==> src/rtl/i2c_master_arbiter.sv <==
// ---------------------------------------------------------------------------
// i2c_master_arbiter
//
// Shares one I2C master command port between N_REQ requesters. A round-robin
// arbiter picks one requester while the master is idle and latches its
// command. The FSM then issues a one-cycle m_enable, follows the master's
// m_ready flag through busy and back to idle, and returns a one-cycle
// response. A cycle counter bounds each transaction and reports a timeout.
//
// Handshakes:
//   req_valid/req_ready : the requester holds valid and its fields stable
//                         until it sees its one-cycle req_ready pulse. A grant
//                         happens only in IDLE with m_ready=1. The arbiter
//                         does not need valid to drop after the grant.
//   rsp_valid           : one-cycle pulse with no backpressure. rsp_id,
//                         rsp_rdata and rsp_err hold until the next response.
//
// Ports:
//   clk, rst_n              clock and asynchronous active-low reset
//   req_valid/addr/rw/wdata per-requester command inputs (packed)
//   req_ready               one-hot grant pulse
//   rsp_valid/id/rdata/err  completion response
//   m_address/rw/data_in/enable  command outputs to the I2C master
//   m_data_out, m_ready     read data and idle flag from the I2C master
//   busy                    high whenever the FSM is not in IDLE
//   dbg_state               current FSM state
// ---------------------------------------------------------------------------
module i2c_master_arbiter #(
  parameter int N_REQ   = 2,
  parameter int TIMEOUT = 4096
) (
  input  logic               clk,
  input  logic               rst_n,
  input  logic [N_REQ-1:0]   req_valid,
  input  logic [7*N_REQ-1:0] req_addr,
  input  logic [N_REQ-1:0]   req_rw,
  input  logic [8*N_REQ-1:0] req_wdata,
  output logic [N_REQ-1:0]   req_ready,
  output logic               rsp_valid,
  output logic [2:0]         rsp_id,
  output logic [7:0]         rsp_rdata,
  output logic               rsp_err,
  output logic [6:0]         m_address,
  output logic               m_rw,
  output logic [7:0]         m_data_in,
  output logic               m_enable,
  input  logic [7:0]         m_data_out,
  input  logic               m_ready,
  output logic               busy,
  output logic [2:0]         dbg_state
);

  localparam int CW = $clog2(TIMEOUT + 1);

  localparam logic [2:0] S_IDLE      = 3'd0;
  localparam logic [2:0] S_ISSUE     = 3'd1;
  localparam logic [2:0] S_WAIT_BUSY = 3'd2;
  localparam logic [2:0] S_WAIT_DONE = 3'd3;
  localparam logic [2:0] S_RESP      = 3'd4;

  logic [2:0]    state_q, state_d;
  logic [2:0]    ptr_q, ptr_d;
  logic [CW-1:0] cnt_q, cnt_d;
  logic [6:0]    addr_q, addr_d;
  logic          rw_q, rw_d;
  logic [7:0]    wdata_q, wdata_d;
  logic [2:0]    id_q, id_d;
  logic [2:0]    rsp_id_q, rsp_id_d;
  logic [7:0]    rsp_rdata_q, rsp_rdata_d;
  logic          rsp_err_q, rsp_err_d;

  logic          grant;
  logic [2:0]    winner;
  logic          found_hi;
  logic [2:0]    win_hi;
  logic [2:0]    win_lo;

  // Round-robin: the lowest valid index at or above ptr wins; if none, the
  // lowest valid index below ptr (the wrap). The descending scan keeps the
  // lowest match in each half.
  always_comb begin
    found_hi = 1'b0;
    win_hi   = 3'd0;
    win_lo   = 3'd0;
    for (int i = N_REQ - 1; i >= 0; i--) begin
      if (req_valid[i]) begin
        if (3'(i) >= ptr_q) begin
          found_hi = 1'b1;
          win_hi   = 3'(i);
        end else begin
          win_lo = 3'(i);
        end
      end
    end
    winner = found_hi ? win_hi : win_lo;
  end

  // rst_n gates the grant so req_ready stays low while reset is held.
  assign grant     = rst_n && (state_q == S_IDLE) && m_ready && (|req_valid);
  assign req_ready = grant ? (N_REQ'(1) << winner) : '0;

  always_comb begin
    state_d     = state_q;
    ptr_d       = ptr_q;
    cnt_d       = cnt_q;
    addr_d      = addr_q;
    rw_d        = rw_q;
    wdata_d     = wdata_q;
    id_d        = id_q;
    rsp_id_d    = rsp_id_q;
    rsp_rdata_d = rsp_rdata_q;
    rsp_err_d   = rsp_err_q;
    case (state_q)
      S_IDLE: begin
        if (grant) begin
          for (int i = 0; i < N_REQ; i++) begin
            if (winner == 3'(i)) begin
              addr_d  = req_addr[i*7 +: 7];
              rw_d    = req_rw[i];
              wdata_d = req_wdata[i*8 +: 8];
            end
          end
          id_d    = winner;
          ptr_d   = (winner == 3'(N_REQ - 1)) ? 3'd0 : winner + 3'd1;
          state_d = S_ISSUE;
        end
      end
      S_ISSUE: begin
        cnt_d   = '0;
        state_d = S_WAIT_BUSY;
      end
      S_WAIT_BUSY, S_WAIT_DONE: begin
        cnt_d = cnt_q + CW'(1);
        // Timeout wins over a same-cycle m_ready change; the response then
        // lands exactly TIMEOUT cycles after ISSUE.
        if (cnt_d == CW'(TIMEOUT - 1)) begin
          state_d     = S_RESP;
          rsp_id_d    = id_q;
          rsp_rdata_d = 8'h00;
          rsp_err_d   = 1'b1;
        end else if ((state_q == S_WAIT_BUSY) && !m_ready) begin
          state_d = S_WAIT_DONE;
        end else if ((state_q == S_WAIT_DONE) && m_ready) begin
          state_d     = S_RESP;
          rsp_id_d    = id_q;
          rsp_rdata_d = rw_q ? m_data_out : 8'h00;
          rsp_err_d   = 1'b0;
        end
      end
      S_RESP: begin
        state_d = S_IDLE;
      end
      default: begin
        state_d = S_IDLE;
      end
    endcase
  end

  always_ff @(posedge clk or negedge rst_n) begin
    if (!rst_n) begin
      state_q     <= S_IDLE;
      ptr_q       <= 3'd0;
      cnt_q       <= '0;
      addr_q      <= 7'd0;
      rw_q        <= 1'b0;
      wdata_q     <= 8'd0;
      id_q        <= 3'd0;
      rsp_id_q    <= 3'd0;
      rsp_rdata_q <= 8'd0;
      rsp_err_q   <= 1'b0;
    end else begin
      state_q     <= state_d;
      ptr_q       <= ptr_d;
      cnt_q       <= cnt_d;
      addr_q      <= addr_d;
      rw_q        <= rw_d;
      wdata_q     <= wdata_d;
      id_q        <= id_d;
      rsp_id_q    <= rsp_id_d;
      rsp_rdata_q <= rsp_rdata_d;
      rsp_err_q   <= rsp_err_d;
    end
  end

  assign m_enable  = (state_q == S_ISSUE);
  assign m_address = addr_q;
  assign m_rw      = rw_q;
  assign m_data_in = wdata_q;
  assign rsp_valid = (state_q == S_RESP);
  assign rsp_id    = rsp_id_q;
  assign rsp_rdata = rsp_rdata_q;
  assign rsp_err   = rsp_err_q;
  assign busy      = (state_q != S_IDLE);
  assign dbg_state = state_q;

endmodule

==> config.mk <==
export PLATFORM = sky130hd
export DESIGN_NAME = i2c_master_arbiter
export DESIGN_NICKNAME = d
export VERILOG_FILES = /design/src/rtl/i2c_master_arbiter.sv
export SDC_FILE = /design/constraint.sdc
export NUM_CORES = 1
export LEC_CHECK = 0
export CAP_MARGIN = 30
export CORE_MARGIN = 1.5
export CORE_UTILIZATION = 45
export CTS_BUF_LIST = sky130_fd_sc_hd__clkbuf_4 sky130_fd_sc_hd__clkbuf_8 sky130_fd_sc_hd__clkbuf_16
export CTS_CLUSTER_DIAMETER = 100
export CTS_CLUSTER_SIZE = 12
export DETAILED_ROUTE_END_ITERATION = 8
export GPL_TIMING_DRIVEN = 1
export PLACE_DENSITY = 0.81
export SETUP_SLACK_MARGIN = 0.02
export SLEW_MARGIN = 15
export SYNTH_ARGS = -nofsm -noshare
export SYNTH_HDL_FRONTEND = slang
export SYNTH_SLANG_ARGS = --single-unit
==> constraint.sdc <==
create_clock -name clk -period 2.9 [get_ports clk]
set_input_delay 0.29 -clock clk [delete_from_list [all_inputs] [get_ports clk]]
set_output_delay 0.29 -clock clk [all_outputs]
set_load 0.05 [all_outputs]
==> impl_metrics.csv, run 1 <==
group,metric,value,unit
logic_synthesis,synth_common_cells,"dfrtp_1, nor2_1, a21oi_1",
clocking,clk_pin_slew_worst_paths,0.09,ns
clocking,insertion_delay,0.30,ns
worst_setup_path,r2r_start,"cnt_q[1]",
clocking,clock_path_buffers,2,
placement,gp_congestion,0.796,
global_route,grt_pass1_vias,1988,
logic_synthesis,yosysUniqueCellTypes,42,
logic_synthesis,synthTopCellsByArea,"dfrtp_1, mux2i_1, a21oi_1, o21ai_0, nor2_1",
logic_synthesis,synth_top_family_by_area,"compound AO/OA/AOI/OAI gates",
finish,nNetsFinal,348,
global_route,grt_max_degree,45,
logic_synthesis,syn_avg_cell_area,9.71,µm²
logic_synthesis,synth_ff_type,"dfrtp_1",
drt,route.detailed.drc,0,
status,outcome,"completed",
logic_synthesis,yosys.area_share.adder,1.12,%
global_route,grt_util_all_layers,21.9,%
worst_setup_path,cp.arrival,2.77,ns
clocking,cts_buffers,5,
floorplanning,pin_count,81,
placement,dpl.hpwl,3.94,mm
logic_synthesis,synth-seq-area-share,49.3,%
drt,routed_via_density,5.36,
floorplanning,fp.dieW,73.5,µm
logic_synthesis,synth-edff-count,0,
run,drv_cap,0,
worst_setup_path,critPathLaunch,"cnt_q[1]",
floorplanning,initial_utilization,47.0,%
logic_synthesis,synthMuxAreaShare,7.84,%
worst_setup_path,cp-end-kind,"register",
sta,skew,0.00609,ns
floorplanning,die_area,5390,µm²
logic_synthesis,ys_ff_latch,44,
finish,diodes,0,
sta,hold_violations,0,
worst_setup_path,cp-start-kind,"register",
floorplanning,core_area,4750,µm²
clocking,ctsRootBufferMaster,"clkbuf_8",
logic_synthesis,synth-xor-area-share,1.18,%
drt,first_pass_iters,4,
worst_setup_path,r2r_setup_slack,0.33,ns
drt,drt_iter0_drc,163,
global_route,antenna_found_initial,0,
logic_synthesis,yosysTopAreaCell,"dfrtp_1",
finish,num-fill-cells,385,
drt,routed_wl,5.30,mm
logic_synthesis,synthArstFlopShare,100,%
placement,dp_cells,361,
worst_setup_path,critPathMaxFanout,12,
sta,setup_violations,0,
sta,tns,0,ns
logic_synthesis,synth-simple-area-share,15.5,%
logic_synthesis,synth_cells,230,
drt,wire_per_inst,14.4,µm
global_route,overflow,0,
clocking,cts_hold_buf,0,
finish,drive_gt1_share,7.62,%
drt,vias,1977,
floorplanning,rows,25,
sta,tightest_slew,0.921,ns
clocking,postCtsSetupRepairBufs,0,
logic_synthesis,synth_compound_area_share,20.3,%
pwr,p_leak,1.35,nW
pwr,ir_drop,0.699,mV
drt,ant_nets,0,
sta,rsz0062_at_grt,"no",
worst_setup_path,endpoint,"rsp_id[0]",
worst_setup_path,reg2reg_to,"rsp_id[0]",
logic_synthesis,yosysTopAreaCellShare,49.3,%
sta,maxSlewViolCount,0,
clocking,cts_num_sinks,44,
min_path,hold_class,"in2async",
clocking,cts-resized-gates,0,
clocking,h-tree-depth,2,
clocking,cts_tree,"built",
worst_setup_path,crit_type,"reg2reg",
logic_synthesis,synth_area,2230,µm²
pwr,powerDensity,989,nW/µm²
worst_setup_path,ff2ff_path_depth,7,
floorplanning,dieHeight,73.5,µm
sta,period_share,88.8,%
logic_synthesis,synth.most_common_cell,"dfrtp_1",
logic_synthesis,yosysWarnings,0,
global_route,grt_pass1_wl,9.03,mm
sta,period_minus_slack,2.57,ns
finish,fin_cells,369,
worst_setup_path,worstPathRequired,3.10,ns
sta,relSlewSlack,38.4,%
sta,fmax,389,MHz
finish,areaGrowthSynthToFinish,41.1,%
placement,portBuffers,78,
## layout by cell type, fill, tap and decap left out, drive strengths merged, types with 3 or more instances in the layout
cell / count
a21o: 4
buf: 6
inv: 6
nand2: 15
clkbuf: 5
o21ai: 21
o31ai: 3
clkdlybuf4s50: 75
nand3: 6
nand4: 5
nor2: 27
xor2: 3
a31oi: 4
a21oi: 23
mux2i: 16
a22o: 8
and3: 4
dfrtp: 44
## flip-flops by register name, summed over array words and instances, names as in the netlist
register,count
dbg_state,3
m_address,7
rsp_rdata,8
cnt_q,13
id_q,1
m_data_in,8
m_rw,1
rsp_err,1
rsp_id,1
ptr_q,1
## area by class of cell
class                           instances  area, µm²  share of cell area (%)
Sequential cell                        44       1100                    34.9
Multi-Input combinational cell        165       1040                    32.9
Clock buffer                            5       68.8                    2.18
Tap cell                               67       83.8                    2.66
Clock inverter                          3       26.3                   0.834
Timing Repair Buffer                   81        818                    26.0
Inverter                                4       15.0                   0.476
## how the worst min path moves through the flow
stage | startpoint | to | slack [ns] | cells after the start
final | rst_n | cnt_q[2] | 0.10 | 2
after global routing | rst_n | ptr_q[0] | 0.16 | 2
after CTS | rst_n | ptr_q[0] | 0.14 | 2
after detailed placement | rst_n | cnt_q[12] | 0.47 | 2
after global placement | rst_n | cnt_q[12] | 0.46 | 2
after floorplan | rst_n | cnt_q[0] | -0.006 | 0
## where the power goes
| part | total (W) | internal (W) | switching, W |
|---|---|---|---|
| clock | 0.000408 | 0.000177 | 0.000231 |
| sequential | 0.00101 | 0.000825 | 0.000184 |
| combinational | 0.00170 | 0.000594 | 0.00111 |
| total | 0.00312 | 0.00160 | 0.00152 |
## logic make-up (layout without fill, tap and decap cells)
family          count (synthesis)  after routing
compound gates                 71             71
xor+xnor                        3              3
other cells                     1              2
fa+ha+maj                       2              2
buf+inv                        22             93
mux                            17             17
simple gates                   70             70
flops                          44             44
## metal layers
metal	track usage [%]	vias to the layer above	part of all wire (%)
met4	8.64	0	2.2
met3	8.78	13	8.5
li1	-	961	-
met5	0	-	0
met1	25.6	940	40
met2	35.9	63	49
## critical path, stage by stage (launching register included)
cell and delay (ns):
dfrtp_1 0.53, ha_1 0.44, and3_1 0.25, a31oi_1 0.14, a211oi_4 0.24, o2111ai_2 0.19, a21o_1 0.35, mux2_4 0.33
## metrics by stage
step / hold WS (ns) / cell area [µm²] / utilization, % / total power [W] / worst slack, ns
6_report: 0.104 / 3150 / 66.3 / 0.00312 / 0.326
5_1_grt: 0.164 / 3150 / 66.3 / 0.00330 / 0.156
4_1_cts: 0.137 / 3150 / 66.3 / 0.00314 / 0.346
3_5_place_dp: 0.470 / 3060 / 64.3 / 0.00272 / 0.353
3_3_place_gp: 0.457 / 3060 / 64.3 / 0.00269 / 0.428
2_1_floorplan: -0.00559 / 2240 / - / 0.00214 / 0.121
(Power assumes the default switching activity.)
==> run 2, diff against run 1 <==
--- a/config.mk
+++ b/config.mk
@@ -6,14 +6,17 @@
 export NUM_CORES = 1
 export LEC_CHECK = 0
 export CAP_MARGIN = 30
+export CELL_PAD_IN_SITES_DETAIL_PLACEMENT = 0
+export CELL_PAD_IN_SITES_GLOBAL_PLACEMENT = 1
 export CORE_MARGIN = 1.5
-export CORE_UTILIZATION = 45
+export CORE_UTILIZATION = 33
 export CTS_BUF_LIST = sky130_fd_sc_hd__clkbuf_4 sky130_fd_sc_hd__clkbuf_8 sky130_fd_sc_hd__clkbuf_16
 export CTS_CLUSTER_DIAMETER = 100
 export CTS_CLUSTER_SIZE = 12
 export DETAILED_ROUTE_END_ITERATION = 8
+export GPL_ROUTABILITY_DRIVEN = 0
 export GPL_TIMING_DRIVEN = 1
-export PLACE_DENSITY = 0.81
+export PLACE_DENSITY_LB_ADDON = 0.1
 export SETUP_SLACK_MARGIN = 0.02
 export SLEW_MARGIN = 15
 export SYNTH_ARGS = -nofsm -noshare
==> impl_metrics.csv, run 2 (same netlist as run 1, synthesis figures left out) <==
group,metric,value,unit
clocking,postCtsSetupRepairBufs,0,
sta,hold_violations,0,
global_route,grt_util_all_layers,15.9,%
sta,worst_hold_slack,0.128,ns
drt,vias,1904,
pwr,ir_drop,0.463,mV
worst_setup_path,cp.arrival,2.79,ns
global_route,overflow,0,
placement,dp_cells,373,
worst_setup_path,cp-start-kind,"register",
clocking,h-tree-depth,2,
worst_setup_path,crit_type,"reg2reg",
sta,tightest_slew,0.663,ns
finish,diodes,0,
worst_setup_path,critPathMaxFanout,12,
clocking,cts-resized-gates,0,
finish,nNetsFinal,350,
sta,setup_violations,0,
placement,portBuffers,78,
finish,regArea,1100,µm²
finish,areaGrowthSynthToFinish,43.1,%
placement,dpl.hpwl,3.89,mm
sta,tns,0,ns
finish,num-fill-cells,644,
clocking,clock_path_buffers,2,
sta,period_share,89.7,%
clocking,cts_num_sinks,44,
drt,wire_per_inst,14.1,µm
sta,fmax,385,MHz
pwr,p_leak,1.36,nW
drt,routed_wl,5.38,mm
worst_setup_path,cpPeakStageDelay,0.51,ns
finish,layout_common_cells,"clkdlybuf4s50_1, dfrtp_1, nor2_1",
clocking,insertion_delay,0.30,ns
sta,relSlewSlack,55.8,%
status,violations,"DRC",
finish,final_common_cell,"clkdlybuf4s50_1",
finish,drive_gt1_share,8.22,%
status,outcome,"finished, violations left",
global_route,antenna_found_initial,0,
global_route,grt_pass1_wl,9.13,mm
finish,top_register,"cnt_q",
min_path,hold_class,"in2async",
floorplanning,rows,29,
worst_setup_path,path_delay_family,"compound AO/OA/AOI/OAI gates",
global_route,grt_pass1_vias,1861,
finish,largest_register_ffs,13,
clocking,cts_hold_buf,0,
sta,rsz0062_at_grt,"no",
floorplanning,die_area,7270,µm²
clocking,cts_tree,"built",
worst_setup_path,worstPathRequired,3.09,ns
worst_setup_path,slowest_stage,"dfrtp_1",
floorplanning,initial_utilization,34.6,%
worst_setup_path,cp-end-kind,"register",
floorplanning,pin_count,81,
drt,route.detailed.drc,1,
clocking,clk_pin_slew_worst_paths,0.09,ns
drt,routed_via_density,5.00,
finish,fin_cells,381,
pwr,powerDensity,994,nW/µm²
pwr,finalPower,0.00318,W
drt,drt_iter0_drc,83,
floorplanning,fp.dieW,85.3,µm
drt,ant_nets,0,
drt,first_pass_iters,6,
sta,period_minus_slack,2.60,ns
worst_setup_path,crit_buf_inv,0,
finish,multi_input_area,1040,µm²
sta,maxSlewViolCount,0,
global_route,grt_max_degree,45,
sta,skew,0.00772,ns
run,drv_cap,0,
worst_setup_path,path_cells,"ha_1 > and3_1 > a31oi_1 > a211oi_4 > o2111ai_2 > a21o_1 > mux2_4",
floorplanning,dieHeight,85.3,µm
clocking,ctsRootBufferMaster,"clkbuf_8",
floorplanning,core_area,6460,µm²
clocking,cts_buffers,5,
-- run 2: changes by cell type in the layout (fill, tap and decap cells not counted) --
| cell | delta |
|---|---|
| inv_6 | -2 |
| clkinv_4 | -1 |
| clkinv_2 | +1 |
| clkinvlp_4 | +1 |
| bufinv_16 | +1 |
| buf_4 | +2 |
-- run 2: cell type report --
class                   instances  share of cell area (%)
flip-flops and latches         44                    34.5
multi-input cells             165                    32.5
repair buffers                 83                    26.1
well taps                      77                    3.01
clock buffers                   5                    2.15
clock inverters                 3                    1.33
inverters                       4                   0.470
-- run 2: routing by layer --
| metal | up-vias | routed length (µm) | global-route usage (%) |
|---|---|---|---|
| met4 | 0 | 72 | 4.84 |
| li1 | 958 | - | - |
| met3 | 7 | 411 | 6.23 |
| met1 | 888 | 2420 | 20.3 |
| met2 | 51 | 2470 | 25.1 |
| met5 | - | 0 | 0 |
-- run 2: where the power goes --
group	internal [W]	switching, W
Combinational	0.000605	0.00111
Clock	0.000255	0.000212
Sequential	0.000825	0.000175
-- run 2: worst register-to-register path, delay by kind of cell (launching register included) --
family	cells	cell delay, ns
AND/OR/NAND/NOR	1	0.27
multiplexers	1	0.34
AO/OA/AOI/OAI	4	0.93
adder cells (fa/ha/maj)	1	0.45
flip-flops	1	0.51
-- run 2: stage by stage --
| stage | area (µm²) | utilization (%) | setup slack [ns] |
|---|---|---|---|
| 2_1_floorplan | 2240 | - | 0.121 |
| 3_3_place_gp | 3080 | 47.8 | 0.367 |
| 3_5_place_dp | 3080 | 47.8 | 0.316 |
| 4_1_cts | 3200 | 49.5 | 0.314 |
| 5_1_grt | 3200 | 49.5 | 0.117 |
| 6_report | 3200 | 49.5 | 0.300 |
-- run 2: path summary, 6_finish.rpt --
check | end | cells past startpoint | from | slack (ns)
max | rsp_id[0] | 7 | cnt_q[0] | 0.30
min | cnt_q[12] | 2 | rst_n | 0.13
max reg2reg | rsp_id[0] | 7 | cnt_q[0] | 0.30
min reg2reg | cnt_q[12] | 1 | cnt_q[12] | 0.50
max in group asynchronous | cnt_q[0] | 2 | rst_n | 2.39
min in group clk | cnt_q[12] | 1 | cnt_q[12] | 0.50
==> run 3, diff against run 2 <==
--- a/config.mk
+++ b/config.mk
@@ -5,11 +5,12 @@
 export SDC_FILE = /design/constraint.sdc
 export NUM_CORES = 1
 export LEC_CHECK = 0
+export ABC_AREA = 1
 export CAP_MARGIN = 30
 export CELL_PAD_IN_SITES_DETAIL_PLACEMENT = 0
 export CELL_PAD_IN_SITES_GLOBAL_PLACEMENT = 1
 export CORE_MARGIN = 1.5
-export CORE_UTILIZATION = 33
+export CORE_UTILIZATION = 32
 export CTS_BUF_LIST = sky130_fd_sc_hd__clkbuf_4 sky130_fd_sc_hd__clkbuf_8 sky130_fd_sc_hd__clkbuf_16
 export CTS_CLUSTER_DIAMETER = 100
 export CTS_CLUSTER_SIZE = 12
==> impl_metrics.csv, run 3 <==
group,metric,value,unit
status,outcome,"completed",
run,drv_cap,0,
logic_synthesis,synthMuxAreaShare,0,%
finish,num-fill-cells,753,
worst_setup_path,r2r_start,"dbg_state[0]",
logic_synthesis,synth_ff_type,"dfrtp_1",
finish,postLayoutCoreUtil,47.1,%
drt,routed_via_density,4.45,
logic_synthesis,yosysWarnings,0,
logic_synthesis,synth-seq-area-share,46.5,%
floorplanning,rows,31,
sta,maxSlewViolCount,0,
clocking,ctsRootBufferMaster,"clkbuf_8",
clocking,clock_path_buffers,2,
worst_setup_path,ff2ff_path_depth,9,
worst_setup_path,worstPathRequired,2.61,ns
drt,first_pass_iters,4,
finish,drive_gt1_share,14.4,%
floorplanning,dieHeight,89.1,µm
worst_setup_path,crit_buf_inv,3,
finish,areaGrowthSynthToFinish,43.3,%
clocking,cts_num_sinks,44,
logic_synthesis,synth_compound_area_share,8.98,%
worst_setup_path,cp.arrival,2.06,ns
finish,fin_area,3400,µm²
logic_synthesis,synth_top_family_by_area,"simple AND/OR/NAND/NOR gates",
sta,relSlewSlack,40.5,%
pwr,p_leak,1.46,nW
sta,skew,0.00978,ns
global_route,overflow,0,
pwr,switching_power,0.00161,W
sta,tns,0,ns
pwr,p_seq_share,30.3,%
worst_setup_path,critPathMaxFanout,12,
logic_synthesis,synth-xor-area-share,0,%
sta,tightest_slew,0.888,ns
placement,preCtsSetupSlack,0.845,ns
placement,portBuffers,78,
worst_setup_path,crit_type,"reg2out",
placement,dpl_cell_area,3270,µm²
drt,route.detailed.drc,0,
worst_setup_path,cp-start-kind,"register",
floorplanning,initial_utilization,32.8,%
sta,fmax,425,MHz
global_route,grt_max_degree,45,
sta,period_share,81.1,%
clocking,insertion_delay,0.30,ns
logic_synthesis,synth_area,2370,µm²
pwr,powerDensity,984,nW/µm²
global_route,grt_pass1_wl,9.80,mm
pwr,swShare,48.3,%
worst_setup_path,cp-end-kind,"primary output",
finish,top_register,"cnt_q",
floorplanning,fp.dieW,89.1,µm
logic_synthesis,yosysTopAreaCell,"dfrtp_1",
logic_synthesis,synth.most_common_cell,"nand2_1",
clocking,clk_pin_slew_worst_paths,0.09,ns
pwr,combPwrFrac,54.6,%
drt,routed_wl,6.01,mm
floorplanning,pin_count,81,
logic_synthesis,synthArstFlopShare,100,%
worst_setup_path,cpMostUsedCell,"nor2_2",
worst_setup_path,path_cells,"nor2_1 > inv_1 > nor2_2 > o2111ai_2 > buf_4 > nor2_2 > buf_12",
clocking,postCtsSetupRepairBufs,0,
drt,wire_per_inst,12.5,µm
finish,layout_common_cells,"nand2_1, clkdlybuf4s50_1, dfrtp_1",
drt,drt_iter0_drc,93,
clocking,cts_tree,"built",
finish,largest_register_ffs,13,
sta,setup_ws,0.547,ns
sta,rsz0062_at_grt,"no",
min_path,hold_class,"in2async",
clocking,cts_buffers,5,
floorplanning,core_area,7210,µm²
logic_synthesis,synth-edff-count,0,
worst_setup_path,slowest_stage,"dfrtp_1",
pwr,clkPwrFrac,15.1,%
logic_synthesis,yosys.area_share.adder,1.06,%
sta,hold_violations,0,
finish,diodes,0,
logic_synthesis,yosysTopAreaCellShare,46.5,%
logic_synthesis,syn_avg_cell_area,7.87,µm²
global_route,grt_pass1_vias,2049,
global_route,antenna_found_initial,0,
clocking,cts-resized-gates,0,
drt,vias,2143,
worst_setup_path,path_delay_family,"simple AND/OR/NAND/NOR gates",
logic_synthesis,yosysUniqueCellTypes,31,
floorplanning,die_area,7930,µm²
pwr,power.internal,0.00173,W
global_route,grt_util_all_layers,16.0,%
worst_setup_path,cpPeakStageDelay,0.45,ns
worst_setup_path,r2r_setup_slack,0.86,ns
finish,final_common_cell,"nand2_1",
finish,nNetsFinal,429,
logic_synthesis,synthTopCellsByArea,"dfrtp_1, nand2_1, nand3_1, inv_1, o21ai_2",
logic_synthesis,synth_common_cells,"nand2_1, dfrtp_1, nand3_1",
drt,ant_nets,0,
worst_setup_path,reg2reg_to,"m_data_in[4]",
pwr,ir_drop,0.379,mV
sta,setup_violations,0,
clocking,cts_hold_buf,0,
placement,dpl.hpwl,4.49,mm
sta,period_minus_slack,2.35,ns
logic_synthesis,ys_ff_latch,44,
clocking,h-tree-depth,2,
logic_synthesis,synth-simple-area-share,36.1,%
logic_synthesis,synth_cells,301,
## run 3: cell types whose count changed in the layout (fill, tap and decap cells not counted), sizes merged, moves of 3 or more
cell,delta
o31ai,-3
inv,+27
a21oi,-20
nand2,+101
a22o,-8
nand3,+29
xor2,-3
o22ai,+7
a21o,-4
and3,-4
a31oi,-4
mux2i,-16
## run 3: layout make-up
type / instances / area, µm² / share of cell area [%]
clock buffers: 6 / 82.6 / 2.43
inverters: 31 / 116 / 3.43
well taps: 99 / 124 / 3.65
multi-input cells: 217 / 1100 / 32.4
flip-flops and latches: 44 / 1100 / 32.4
repair buffers: 83 / 833 / 24.5
clock inverters: 2 / 38.8 / 1.14
## run 3: worst max-delay path by stage
stage / cells past startpoint / start / end / slack, ns
final: 7 / dbg_state[0] / req_ready[1] / 0.55
after global routing: 7 / dbg_state[0] / req_ready[1] / 0.39
after CTS: 7 / dbg_state[0] / req_ready[1] / 0.49
after detailed placement: 9 / dbg_state[0] / m_data_in[4] / 0.84
after global placement: 6 / dbg_state[0] / req_ready[0] / 0.84
after floorplan: 6 / dbg_state[0] / req_ready[0] / 0.80
## run 3: worst register-to-register path, delay by kind of cell, from the launching register on
| family | cells | cell delay (ns) |
|---|---|---|
| AND/OR/NAND/NOR | 5 | 0.82 |
| buffers and inverters | 3 | 0.55 |
| flip-flops | 1 | 0.45 |
| AO/OA/AOI/OAI | 1 | 0.16 |
## run 3: metal layers
layer	up-vias	track usage [%]	part of all wire (%)
met5	-	0	0
met4	0	4.06	1.2
met3	7	6.09	7.0
met1	954	20.8	47
met2	66	25.3	45
li1	1116	-	-
## run 3: cell families after synthesis
logic type,count (synthesis)
simple gates,182
flops,44
buf+inv,41
compound gates,31
fa+ha+maj,2
other cells,1
## run 3: power by group through the flow
stage | Combinational, W | Clock [W] | Sequential, W
final | 0.00182 | 0.000504 | 0.00101
after global routing | 0.00197 | 0.000547 | 0.00105
after CTS | 0.00185 | 0.000522 | 0.00102
after detailed placement | 0.00184 | 0 | 0.00102
after global placement | 0.00184 | 0 | 0.00103
after floorplan | 0.000610 | 0 | 0.00163
## run 3: per-stage QoR
stage	power (W)	hold WS, ns	cells
detailed placement	0.00286	0.473	474
finish	0.00334	0.154	482
global route	0.00357	0.204	482
floorplan	0.00224	-0.00559	302
CTS	0.00339	0.193	482
global placement	0.00287	0.467	474
